### config.mk
export PLATFORM = sky130hd
export DESIGN_NAME = ins_prefetch_unit_flat
export DESIGN_NICKNAME = d
export VERILOG_FILES = /design/src/rtl/ins_prefetch_unit_if.sv /design/src/rtl/ins_prefetch_unit.sv /design/src/flat_wrapper.sv
export SDC_FILE = /design/constraint.sdc
export NUM_CORES = 1
export LEC_CHECK = 0
export ABC_AREA = 0
export BUFFER_PORTS_ARGS = -buffer_cell sky130_fd_sc_hd__buf_4
export CORE_MARGIN = 2
export CORE_UTILIZATION = 39
export CTS_CLUSTER_DIAMETER = 30
export DETAILED_ROUTE_END_ITERATION = 10
export SETUP_SLACK_MARGIN = 0.02
export SYNTH_ARGS = -nofsm -noshare
export SYNTH_HDL_FRONTEND = slang
export SYNTH_SLANG_ARGS = --single-unit
### constraint.sdc
create_clock -name clk -period 2.7 [get_ports clk]
set_input_delay 0.405 -clock clk [delete_from_list [all_inputs] [get_ports clk]]
set_output_delay 0.405 -clock clk [all_outputs]
set_load 0.01 [all_outputs]
### src/rtl/ins_prefetch_unit_if.sv
// Fetch-side bus of the instruction prefetch unit: ROM port, core instruction
// handshake, and redirect/halt controls. master = prefetch unit, slave = ROM + core.
interface ins_prefetch_unit_if #(
    parameter int ADDR_W = 8,
    parameter int INS_W  = 8,
    parameter int DEPTH  = 4
);
    localparam int LVL_W = $clog2(DEPTH) + 1;

    logic [ADDR_W-1:0] rom_addr;
    logic              rom_en;
    logic [INS_W-1:0]  rom_data;
    logic              ins_valid;
    logic [INS_W-1:0]  ins_data;
    logic [ADDR_W-1:0] ins_pc;
    logic              ins_ready;
    logic              redirect;
    logic [ADDR_W-1:0] redirect_addr;
    logic              halt;
    logic              halted;
    logic [LVL_W-1:0]  level;

    modport master (
        output rom_addr, rom_en, ins_valid, ins_data, ins_pc, halted, level,
        input  rom_data, ins_ready, redirect, redirect_addr, halt
    );

    modport slave (
        input  rom_addr, rom_en, ins_valid, ins_data, ins_pc, halted, level,
        output rom_data, ins_ready, redirect, redirect_addr, halt
    );
endinterface

### src/rtl/ins_prefetch_unit.sv
// Instruction prefetch stage: credit-limited ROM reads into a small FIFO of
// {instruction, pc} entries, with epoch-tagged flush on redirect and sticky halt.
module ins_prefetch_unit #(
    parameter int                ADDR_W   = 8,
    parameter int                INS_W    = 8,
    parameter int                DEPTH    = 4,
    parameter logic [ADDR_W-1:0] RESET_PC = '0
) (
    input logic                clk,
    input logic                rstn,
    ins_prefetch_unit_if.master bus
);
    localparam int PTR_W = $clog2(DEPTH);
    localparam int LVL_W = $clog2(DEPTH) + 1;

    typedef struct packed {
        logic [INS_W-1:0]  data;
        logic [ADDR_W-1:0] pc;
    } entry_t;

    entry_t            mem_q [DEPTH];
    logic [PTR_W-1:0]  rd_ptr_q, rd_ptr_d;
    logic [PTR_W-1:0]  wr_ptr_q, wr_ptr_d;
    logic [LVL_W-1:0]  level_q, level_d;
    logic [ADDR_W-1:0] fpc_q, fpc_d;
    logic [ADDR_W-1:0] rom_addr_q, rom_addr_d;
    logic              rom_en_q, rom_en_d;
    logic              tag_q, tag_d;
    logic              epoch_q, epoch_d;
    logic              halted_q, halted_d;

    logic ins_valid, pop, push, take_halt, take_redir, can_issue;

    function automatic logic [PTR_W-1:0] ptr_inc(input logic [PTR_W-1:0] p);
        return (p == PTR_W'(DEPTH - 1)) ? '0 : p + PTR_W'(1);
    endfunction

    assign ins_valid = (level_q != '0) && !halted_q;

    always_comb begin
        // NOTE: every next-state signal gets its hold value first, so no path leaves it unassigned (no latch).
        rd_ptr_d   = rd_ptr_q;
        wr_ptr_d   = wr_ptr_q;
        level_d    = level_q;
        fpc_d      = fpc_q;
        rom_addr_d = rom_addr_q;
        rom_en_d   = 1'b0;
        tag_d      = tag_q;
        epoch_d    = epoch_q;
        halted_d   = halted_q;

        // Halt beats redirect; a handshake in the same cycle still completes.
        pop        = ins_valid && bus.ins_ready;
        take_halt  = !halted_q && bus.halt;
        take_redir = !halted_q && !bus.halt && bus.redirect;
        push       = rom_en_q && (tag_q == epoch_q) && !halted_q && !bus.halt && !bus.redirect;
        can_issue  = !halted_q && !bus.halt && !bus.redirect
                     && ((level_q + LVL_W'(rom_en_q)) < LVL_W'(DEPTH));

        if (take_redir) begin
            rd_ptr_d = '0;
            wr_ptr_d = '0;
            level_d  = '0;
            epoch_d  = !epoch_q;
            fpc_d    = bus.redirect_addr;
        end else begin
            if (push) wr_ptr_d = ptr_inc(wr_ptr_q);
            if (pop)  rd_ptr_d = ptr_inc(rd_ptr_q);
            level_d = level_q + LVL_W'(push) - LVL_W'(pop);
        end

        if (take_halt) halted_d = 1'b1;

        if (can_issue) begin
            rom_en_d   = 1'b1;
            rom_addr_d = fpc_q;
            fpc_d      = fpc_q + ADDR_W'(1);
            tag_d      = epoch_q;
        end
    end

    always_ff @(posedge clk) begin
        if (!rstn) begin
            // NOTE: the FIFO storage is reset too so ins_data/ins_pc read 0 out of reset rather than X.
            for (int i = 0; i < DEPTH; i++) mem_q[i] <= '0;
            rd_ptr_q   <= '0;
            wr_ptr_q   <= '0;
            level_q    <= '0;
            fpc_q      <= RESET_PC;
            rom_addr_q <= '0;
            rom_en_q   <= 1'b0;
            tag_q      <= 1'b0;
            epoch_q    <= 1'b0;
            halted_q   <= 1'b0;
        end else begin
            if (push) mem_q[wr_ptr_q] <= entry_t'{data: bus.rom_data, pc: rom_addr_q};
            rd_ptr_q   <= rd_ptr_d;
            wr_ptr_q   <= wr_ptr_d;
            level_q    <= level_d;
            fpc_q      <= fpc_d;
            rom_addr_q <= rom_addr_d;
            rom_en_q   <= rom_en_d;
            tag_q      <= tag_d;
            epoch_q    <= epoch_d;
            halted_q   <= halted_d;
        end
    end

    assign bus.rom_addr  = rom_addr_q;
    assign bus.rom_en    = rom_en_q;
    assign bus.ins_valid = ins_valid;
    assign bus.ins_data  = mem_q[rd_ptr_q].data;
    assign bus.ins_pc    = mem_q[rd_ptr_q].pc;
    assign bus.halted    = halted_q;
    assign bus.level     = level_q;
endmodule

### src/flat_wrapper.sv
// flat-port wrapper written by rule: the top's interface ports become plain ports
module ins_prefetch_unit_flat 
#(
    parameter int                ADDR_W   = 8,
    parameter int                INS_W    = 8,
    parameter int                DEPTH    = 4,
    parameter logic [ADDR_W-1:0] RESET_PC = '0
)
  (clk, rstn, bus_rom_addr, bus_rom_en, bus_ins_valid, bus_ins_data, bus_ins_pc, bus_halted, bus_level, bus_rom_data, bus_ins_ready, bus_redirect, bus_redirect_addr, bus_halt);
  ins_prefetch_unit_if #(.ADDR_W(ADDR_W), .INS_W(INS_W), .DEPTH(DEPTH)) bus_i ();
  input logic clk;
  input logic rstn;
  output wire logic [$bits(bus_i.rom_addr)-1:0] bus_rom_addr;
  output wire logic [$bits(bus_i.rom_en)-1:0] bus_rom_en;
  output wire logic [$bits(bus_i.ins_valid)-1:0] bus_ins_valid;
  output wire logic [$bits(bus_i.ins_data)-1:0] bus_ins_data;
  output wire logic [$bits(bus_i.ins_pc)-1:0] bus_ins_pc;
  output wire logic [$bits(bus_i.halted)-1:0] bus_halted;
  output wire logic [$bits(bus_i.level)-1:0] bus_level;
  input wire logic [$bits(bus_i.rom_data)-1:0] bus_rom_data;
  input wire logic [$bits(bus_i.ins_ready)-1:0] bus_ins_ready;
  input wire logic [$bits(bus_i.redirect)-1:0] bus_redirect;
  input wire logic [$bits(bus_i.redirect_addr)-1:0] bus_redirect_addr;
  input wire logic [$bits(bus_i.halt)-1:0] bus_halt;
  assign bus_rom_addr = bus_i.rom_addr;
  assign bus_rom_en = bus_i.rom_en;
  assign bus_ins_valid = bus_i.ins_valid;
  assign bus_ins_data = bus_i.ins_data;
  assign bus_ins_pc = bus_i.ins_pc;
  assign bus_halted = bus_i.halted;
  assign bus_level = bus_i.level;
  assign bus_i.rom_data = bus_rom_data;
  assign bus_i.ins_ready = bus_ins_ready;
  assign bus_i.redirect = bus_redirect;
  assign bus_i.redirect_addr = bus_redirect_addr;
  assign bus_i.halt = bus_halt;
  ins_prefetch_unit #(.ADDR_W(ADDR_W), .INS_W(INS_W), .DEPTH(DEPTH), .RESET_PC(RESET_PC)) u_core (.clk(clk), .rstn(rstn), .bus(bus_i));
endmodule
Yosys cells after proc, flatten, opt, wreduce, memory -nomap -nowiden
Memory sizes are Yosys's and may differ from the RTL's. A register that Yosys moved wholly into a read port is not among the register bits.
Cells that the tools add are included.
- bitwise gates (word level): 1
- eq/ne operators: 3
- multiply operators: 0
- div/mod/pow operators: 0
- order comparisons: 1
- reduce and logical (&&, ||, !) cells: 19
- multiplexer cells: 14
- shifts and indexed selects: 0
- $add $sub $neg: 6
- operators by type and width (operator ; number):
    $mux 16 ; 1
    $mux 8 ; 2
    $reduce_or 16->1 ; 1
    $logic_and 1x1->1 ; 11
    $mux 2 ; 5
    $add 8x1->8 const B ; 1
    $add 3x1->3 ; 2
    $mux 1 ; 6
    $add 2x1->2 const B ; 2
    $eq 2x2->1 const B ; 2
    $logic_not 1->1 ; 4
    $lt 3x3->1 const B ; 1
    $reduce_bool 3->1 ; 1
    $sub 3x1->3 ; 1
    $reduce_bool 2->1 ; 1
    $reduce_or 2->1 ; 1
    $eq 1x1->1 ; 1
    $not 1->1 ; 1
- input bits: 21
- memory bits (read-only): 0
- latch bits: 0
- bits in writable memories: 64
- memories: 1
- register bits after elaboration: 27
- output and inout bits: 30
- word-level logic and storage cells: 54
- memory list (memory ; words ; width ; read ports ; clocked after memory_dff ; wr ports ; line ; RTL):
    u_core.mem_q ; 4 ; 16 ; 1 ; 1 ; 4 ; ins_prefetch_unit.sv:21 ; entry_t mem_q [DEPTH];

Depth between registers and ports, before layout
- depth after elaboration: 10
- gate-level depth with buffers: 10

Least setup slack after synthesis
No wires, ideal clock.
- path kind: register -> register
- start: reg u_core.halted_q (netlist: u_core.bus.halted)
- end: mem u_core.mem_q[2][0] (netlist name) (enable)
- stages on the path, launching flop included: 4
- setup slack: 0.203 ns
- path buffers: 0
- period minus slack after synthesis: 2.497 ns
- arrival: 2.086 ns
- path through: dfxtp_1 nor3_4 nand3_1 o21ai_0
- RTL lines (item ; line ; RTL):
    start: declaration ; ins_prefetch_unit.sv:30 ; logic halted_q, halted_d;
    start signal: assignment ; ins_prefetch_unit.sv:105 ; halted_q <= halted_d;
    end: declaration ; ins_prefetch_unit.sv:21 ;

Worst setup path after layout
- start: reg u_core.level_q[1] (netlist: u_core.bus.level[1])
- end: reg u_core.level_q[2] (netlist: u_core.bus.level[2])
- cells in the longest elaborated chain, start to end: 4
- elaborated cells between the ends (all ways): 5
- those cells by class: add/sub: 2; reduce/logical: 3
- RTL lines (item ; line ; RTL):
    start: declaration ; ins_prefetch_unit.sv:24 ; logic [LVL_W-1:0] level_q, level_d;
    start signal: assignment ; ins_prefetch_unit.sv:99 ; level_q <= level_d;
    $reduce_bool 3->1 ; ins_prefetch_unit.sv:38 ; assign ins_valid = (level_q != '0) && !halted_q;
    $logic_and 1x1->1 ; ins_prefetch_unit.sv:38 ;
    $logic_and 1x1->1 ; ins_prefetch_unit.sv:53 ; pop = ins_valid && bus.ins_ready;
    net u_core.pop ; ins_prefetch_unit.sv:32 ; logic ins_valid, pop, push, take_halt, take_redir, can_issue;
    $sub 3x1->3 ; ins_prefetch_unit.sv:69 ; level_d = level_q + LVL_W'(push) - LVL_W'(pop);
The timed path passes the listed nets, and every way through them passes these cells.
A chain may end at the register's enable or synchronous reset.

==> Implementation_results.wiki <==
{| class="wikitable"
! Metric !! Value
|-
| Post-cts gate resize count || 0
|-
| RSZ-0062 raised after global routing || no
|-
| Global route total overflow || 0
|-
| Area leader, netlist || sky130_fd_sc_hd__edfxtp_1
|-
| # DRC || 0
|-
| RD Place Congestion || 0.826
|-
| Critical path peak fanout || 6
|-
| Worst Setup Start Kind || register
|-
| Normalized max-slew margin || 37.4%
|-
| All-layer global routing usage || 15.3%
|-
| Crit path arrival time || 2530 ps
|-
| Cells along the critical path || nor3_1, nor3b_1, ha_1, inv_1, ha_1, inv_1, fa_1, xor2_1, xnor2_1, nor2_1
|-
| Clock period minus final worst setup slack || 2280 ps
|-
| Sequential cell area || 2500 um^2
|-
| Synth Cell Area || 4070 um^2
|-
| Slowest stage delay, CP || 460 ps
|-
| Clock-pin slew of the registers on the worst-case setup and hold paths || 90 ps
|-
| Count of different cell masters after synthesis || 42
|-
| Combinational share of power || 15.1%
|-
| Switching part of the total power || 24.9%
|-
| CP top delay family || adder cells
|-
| Worst setup startpoint || u_core.bus.level[1]
|-
| Vias in the first global route || 2636
|-
| P_int || 2.23 mW
|-
| Startpoint of the worst-slack reg-to-reg timing path || u_core.bus.level[1]
|-
| Psw || 739 uW
|-
| Setup Skew || 8.54 ps
|-
| Area of combinational cells with multiple inputs || 1480 um^2
|-
| Portion of the clock cycle consumed by the worst path in the final layout || 84.6%
|-
| Data required, critical path || 2950 ps
|-
| Total vias in the final route || 2508
|-
| CORE AREA || 10200 um^2
|-
| Top achievable clock speed || 438 MHz
|-
| Share of Yosys cell area claimed by the top area cell type || 47.3%
|-
| Pre-Repair DR Iteration Count || 4
|-
| Leakage || 1.83 nW
|-
| Global-route wire length before repair || 13100 um
|-
| Clock Tree Buf Depth || 2
|-
| Placement row count || 37
|-
| Buf/Inv on CP || 2
|-
| Endpoint class of the critical path || register
|-
| Worst slew pin tran || 936 ps
|-
| Total of warnings raised by yosys || 0
|-
| Number of CTS-inserted buffers || 9
|-
| Die area || 11300 um^2
|-
| Final setup violating endpoints || 0
|-
| Startpoint-to-endpoint class of the critical path || reg -> reg
|-
| Sequential-to-total area share from yosys stat || 61.6%
|-
| Seq cells post-synth || 93
|-
| Fin. Hold Viols || 0
|-
| Launch instance of the worst min-delay path || bus_redirect_addr[5]
|-
| Number of synthesized flops with an enable pin || 64
|-
| Total negative slack for setup checks || 0 ps
|-
| Routed wirelength normalized by instance count || 15.5 um
|-
| Number of design-rule violations left by the first detailed-router iteration || 72
|-
| Pin count of the biggest net entering global routing || 20
|-
| Min-delay worst type || in -> reg
|-
| Post-synthesis net count || 339
|-
| I/O pin count || 51
|-
| CTS tree || yes
|-
| Syn avg cell area || 13.0 um^2
|-
| Max-capacitance violation count || 0
|-
| Number of buffer cells added on primary ports || 50
|-
| Die Width || 106 um
|-
| Fill cells || 913
|-
| Status || complete, no violations
|-
| Power density of the placed cells || 616 nW/um^2
|-
| Number of buffers inserted by hold repair at cts || 0
|-
| Cells after Synth || 312
|-
| Max VDD drop || 0.000353 V
|-
| Post-DP HPWL || 5000 um
|-
| Clock Power Share || 29.9%
|-
| Critical Path Slowest Stage Cell || sky130_fd_sc_hd__dfxtp_1
|-
| Area grow syn2layout || 18.7%
|-
| Final Hold Slack || 322 ps
|-
| Routed WL || 7910 um
|-
| Top cells by area, synth || sky130_fd_sc_hd__edfxtp_1 (47%), sky130_fd_sc_hd__dfxtp_1 (14%), sky130_fd_sc_hd__and2_1 (9.8%)
|-
| Final Max Tran Viols || 0
|-
| Die Y || 106 um
|-
| Initial cell density of the core || 39.7%
|-
| Clock tree root buffer cell || sky130_fd_sc_hd__clkbuf_8
|-
| Number of clock sinks seen by CTS || 93
|-
| Nets || 398
|-
| Final ANT Viol Nets || 0
|-
| Initial antenna violation count || 0
|-
| Synth Flop Type || sky130_fd_sc_hd__edfxtp_1
|-
| H-tree depth || 3
|-
| Antenna Diode Count || 0
|-
| Sequential group share of total power || 55.0%
|-
| Via/cell ratio || 4.90
|-
| Total setup buffers inserted after CTS || 0
|-
| Async S/R FF share, synth || 0%
|-
| Clock latency on the worst-skew pair || 350 ps
|-
| Share of post-route cells with drive strength above 1 || 26.3%
|}
[cell usage after synthesis, types with 2 or more instances]
master and instances:
sky130_fd_sc_hd__a21oi_1 16, sky130_fd_sc_hd__a22oi_1 2, sky130_fd_sc_hd__a31oi_1 2, sky130_fd_sc_hd__and2_1 64
sky130_fd_sc_hd__buf_2 3, sky130_fd_sc_hd__clkbuf_1 7, sky130_fd_sc_hd__clkbuf_2 3, sky130_fd_sc_hd__dfxtp_1 29
sky130_fd_sc_hd__edfxtp_1 64, sky130_fd_sc_hd__ha_1 5, sky130_fd_sc_hd__inv_1 6, sky130_fd_sc_hd__mux2i_1 3
sky130_fd_sc_hd__mux4_2 16, sky130_fd_sc_hd__nand2_1 35, sky130_fd_sc_hd__nand2b_1 3, sky130_fd_sc_hd__nand3_1 5
sky130_fd_sc_hd__nor2_1 14, sky130_fd_sc_hd__nor3b_2 2, sky130_fd_sc_hd__o21a_1 2, sky130_fd_sc_hd__o21ai_0 2
sky130_fd_sc_hd__o22ai_1 3, sky130_fd_sc_hd__o31a_1 2, sky130_fd_sc_hd__o31ai_1 2, sky130_fd_sc_hd__or3_1 2
sky130_fd_sc_hd__xnor2_1 3
[final cells by class]
cell class | instances | area share (%)
tap | 136 | 3.53
clock inverter | 7 | 1.37
sequential | 93 | 51.8
timing repair buffer | 61 | 9.49
clock buffer | 9 | 2.57
inverter | 6 | 0.467
multi-input combinational | 200 | 30.7
[cell families after synthesis]
logic type | share of synthesized area (%)
AND/OR/NAND/NOR | 18.2
flip-flops | 61.6
AO/OA/AOI/OAI | 5.82
buffers and inverters | 1.94
multiplexers | 9.60
adder cells (fa/ha/maj) | 2.03
XOR/XNOR | 0.862
[power by group through the flow]
| stage | clock network [mW] | logic (mW) | registers [mW] |
|---|---|---|---|
| after global placement | 0 | 0.454 | 1.66 |
| after floorplan | 0 | 0.274 | 1.66 |
| after CTS | 0.922 | 0.462 | 1.63 |
| after global routing | 0.965 | 0.505 | 1.64 |
| after detailed placement | 0 | 0.459 | 1.67 |
| final | 0.888 | 0.450 | 1.63 |
[per-stage QoR]
step | worst slack (ps) | util [%] | power (mW) | std cells | cell area, um^2
after detailed placement | 412 | 45.3 | 2.12 | 496 | 4640
after global placement | 480 | 45.3 | 2.12 | 496 | 4640
final | 417 | 47.2 | 2.97 | 512 | 4830
after floorplan | 203 | - | 1.94 | 312 | 4070
after global routing | 234 | 47.2 | 3.11 | 512 | 4830
after CTS | 390 | 47.2 | 3.02 | 512 | 4830
[state kept, by name, summed over array words and instances (netlist names), named ones only]
name	flops
u_core.bus.rom_addr	8
u_core.bus.level	3
u_core.bus.halted	1
u_core.tag_q	1
u_core.epoch_q	1
u_core.mem_q	64
u_core.bus.rom_en	1
u_core.rd_ptr_q	2
u_core.wr_ptr_q	2
u_core.fpc_q	8
[metal layers]
layer  routed length [um]  track usage [%]  vias to the layer above  share of wire, %
met5                    0                0                        -                 0
met4                   94             4.98                        0               1.2
met3                  421             4.11                       10               5.3
met2                 4050             26.7                       68                51
met1                 3350             18.4                     1196                42
li1                     -                -                     1234                 -
[layout by cell type (no fill, tap or decap), types with 2 or more instances in the layout]
cell type and count:
sky130_fd_sc_hd__nand2_1 35, sky130_fd_sc_hd__xnor2_1 3, sky130_fd_sc_hd__inv_1 6, sky130_fd_sc_hd__o22ai_1 3, sky130_fd_sc_hd__nor2_1 14, sky130_fd_sc_hd__clkbuf_8 9
sky130_fd_sc_hd__a31oi_1 2, sky130_fd_sc_hd__mux2i_1 3, sky130_fd_sc_hd__nor3b_2 2, sky130_fd_sc_hd__or3_1 2, sky130_fd_sc_hd__o21a_1 2, sky130_fd_sc_hd__o31a_1 2
sky130_fd_sc_hd__buf_4 61, sky130_fd_sc_hd__o21ai_1 2, sky130_fd_sc_hd__clkinv_2 2, sky130_fd_sc_hd__a21oi_1 16, sky130_fd_sc_hd__mux4_2 16, sky130_fd_sc_hd__edfxtp_1 64
sky130_fd_sc_hd__nand2b_1 3, sky130_fd_sc_hd__dfxtp_1 29, sky130_fd_sc_hd__ha_1 5, sky130_fd_sc_hd__o31ai_1 2, sky130_fd_sc_hd__nand3_1 5, sky130_fd_sc_hd__a22oi_1 2
sky130_fd_sc_hd__and2_1 64, sky130_fd_sc_hd__clkinvlp_2 2
[worst reg2reg max path, delay by kind of cell, from the launching register on]
kind / cells / cell delay [ps]
fa+ha+maj: 3 / 840
simple gates: 3 / 470
xor+xnor: 2 / 300
buf+inv: 2 / 110
flops: 1 / 460
[path summary, 6_finish.rpt]
kind	cells after the start	end	slack (ps)
worst max-delay path	10	u_core.bus.level[2]	420
worst min-delay path	3	u_core.fpc_q[5]	320
worst max register to register	10	u_core.bus.level[2]	420
worst min register to register	2	u_core.tag_q	480
Note: power is estimated with default switching activity, not from simulation.
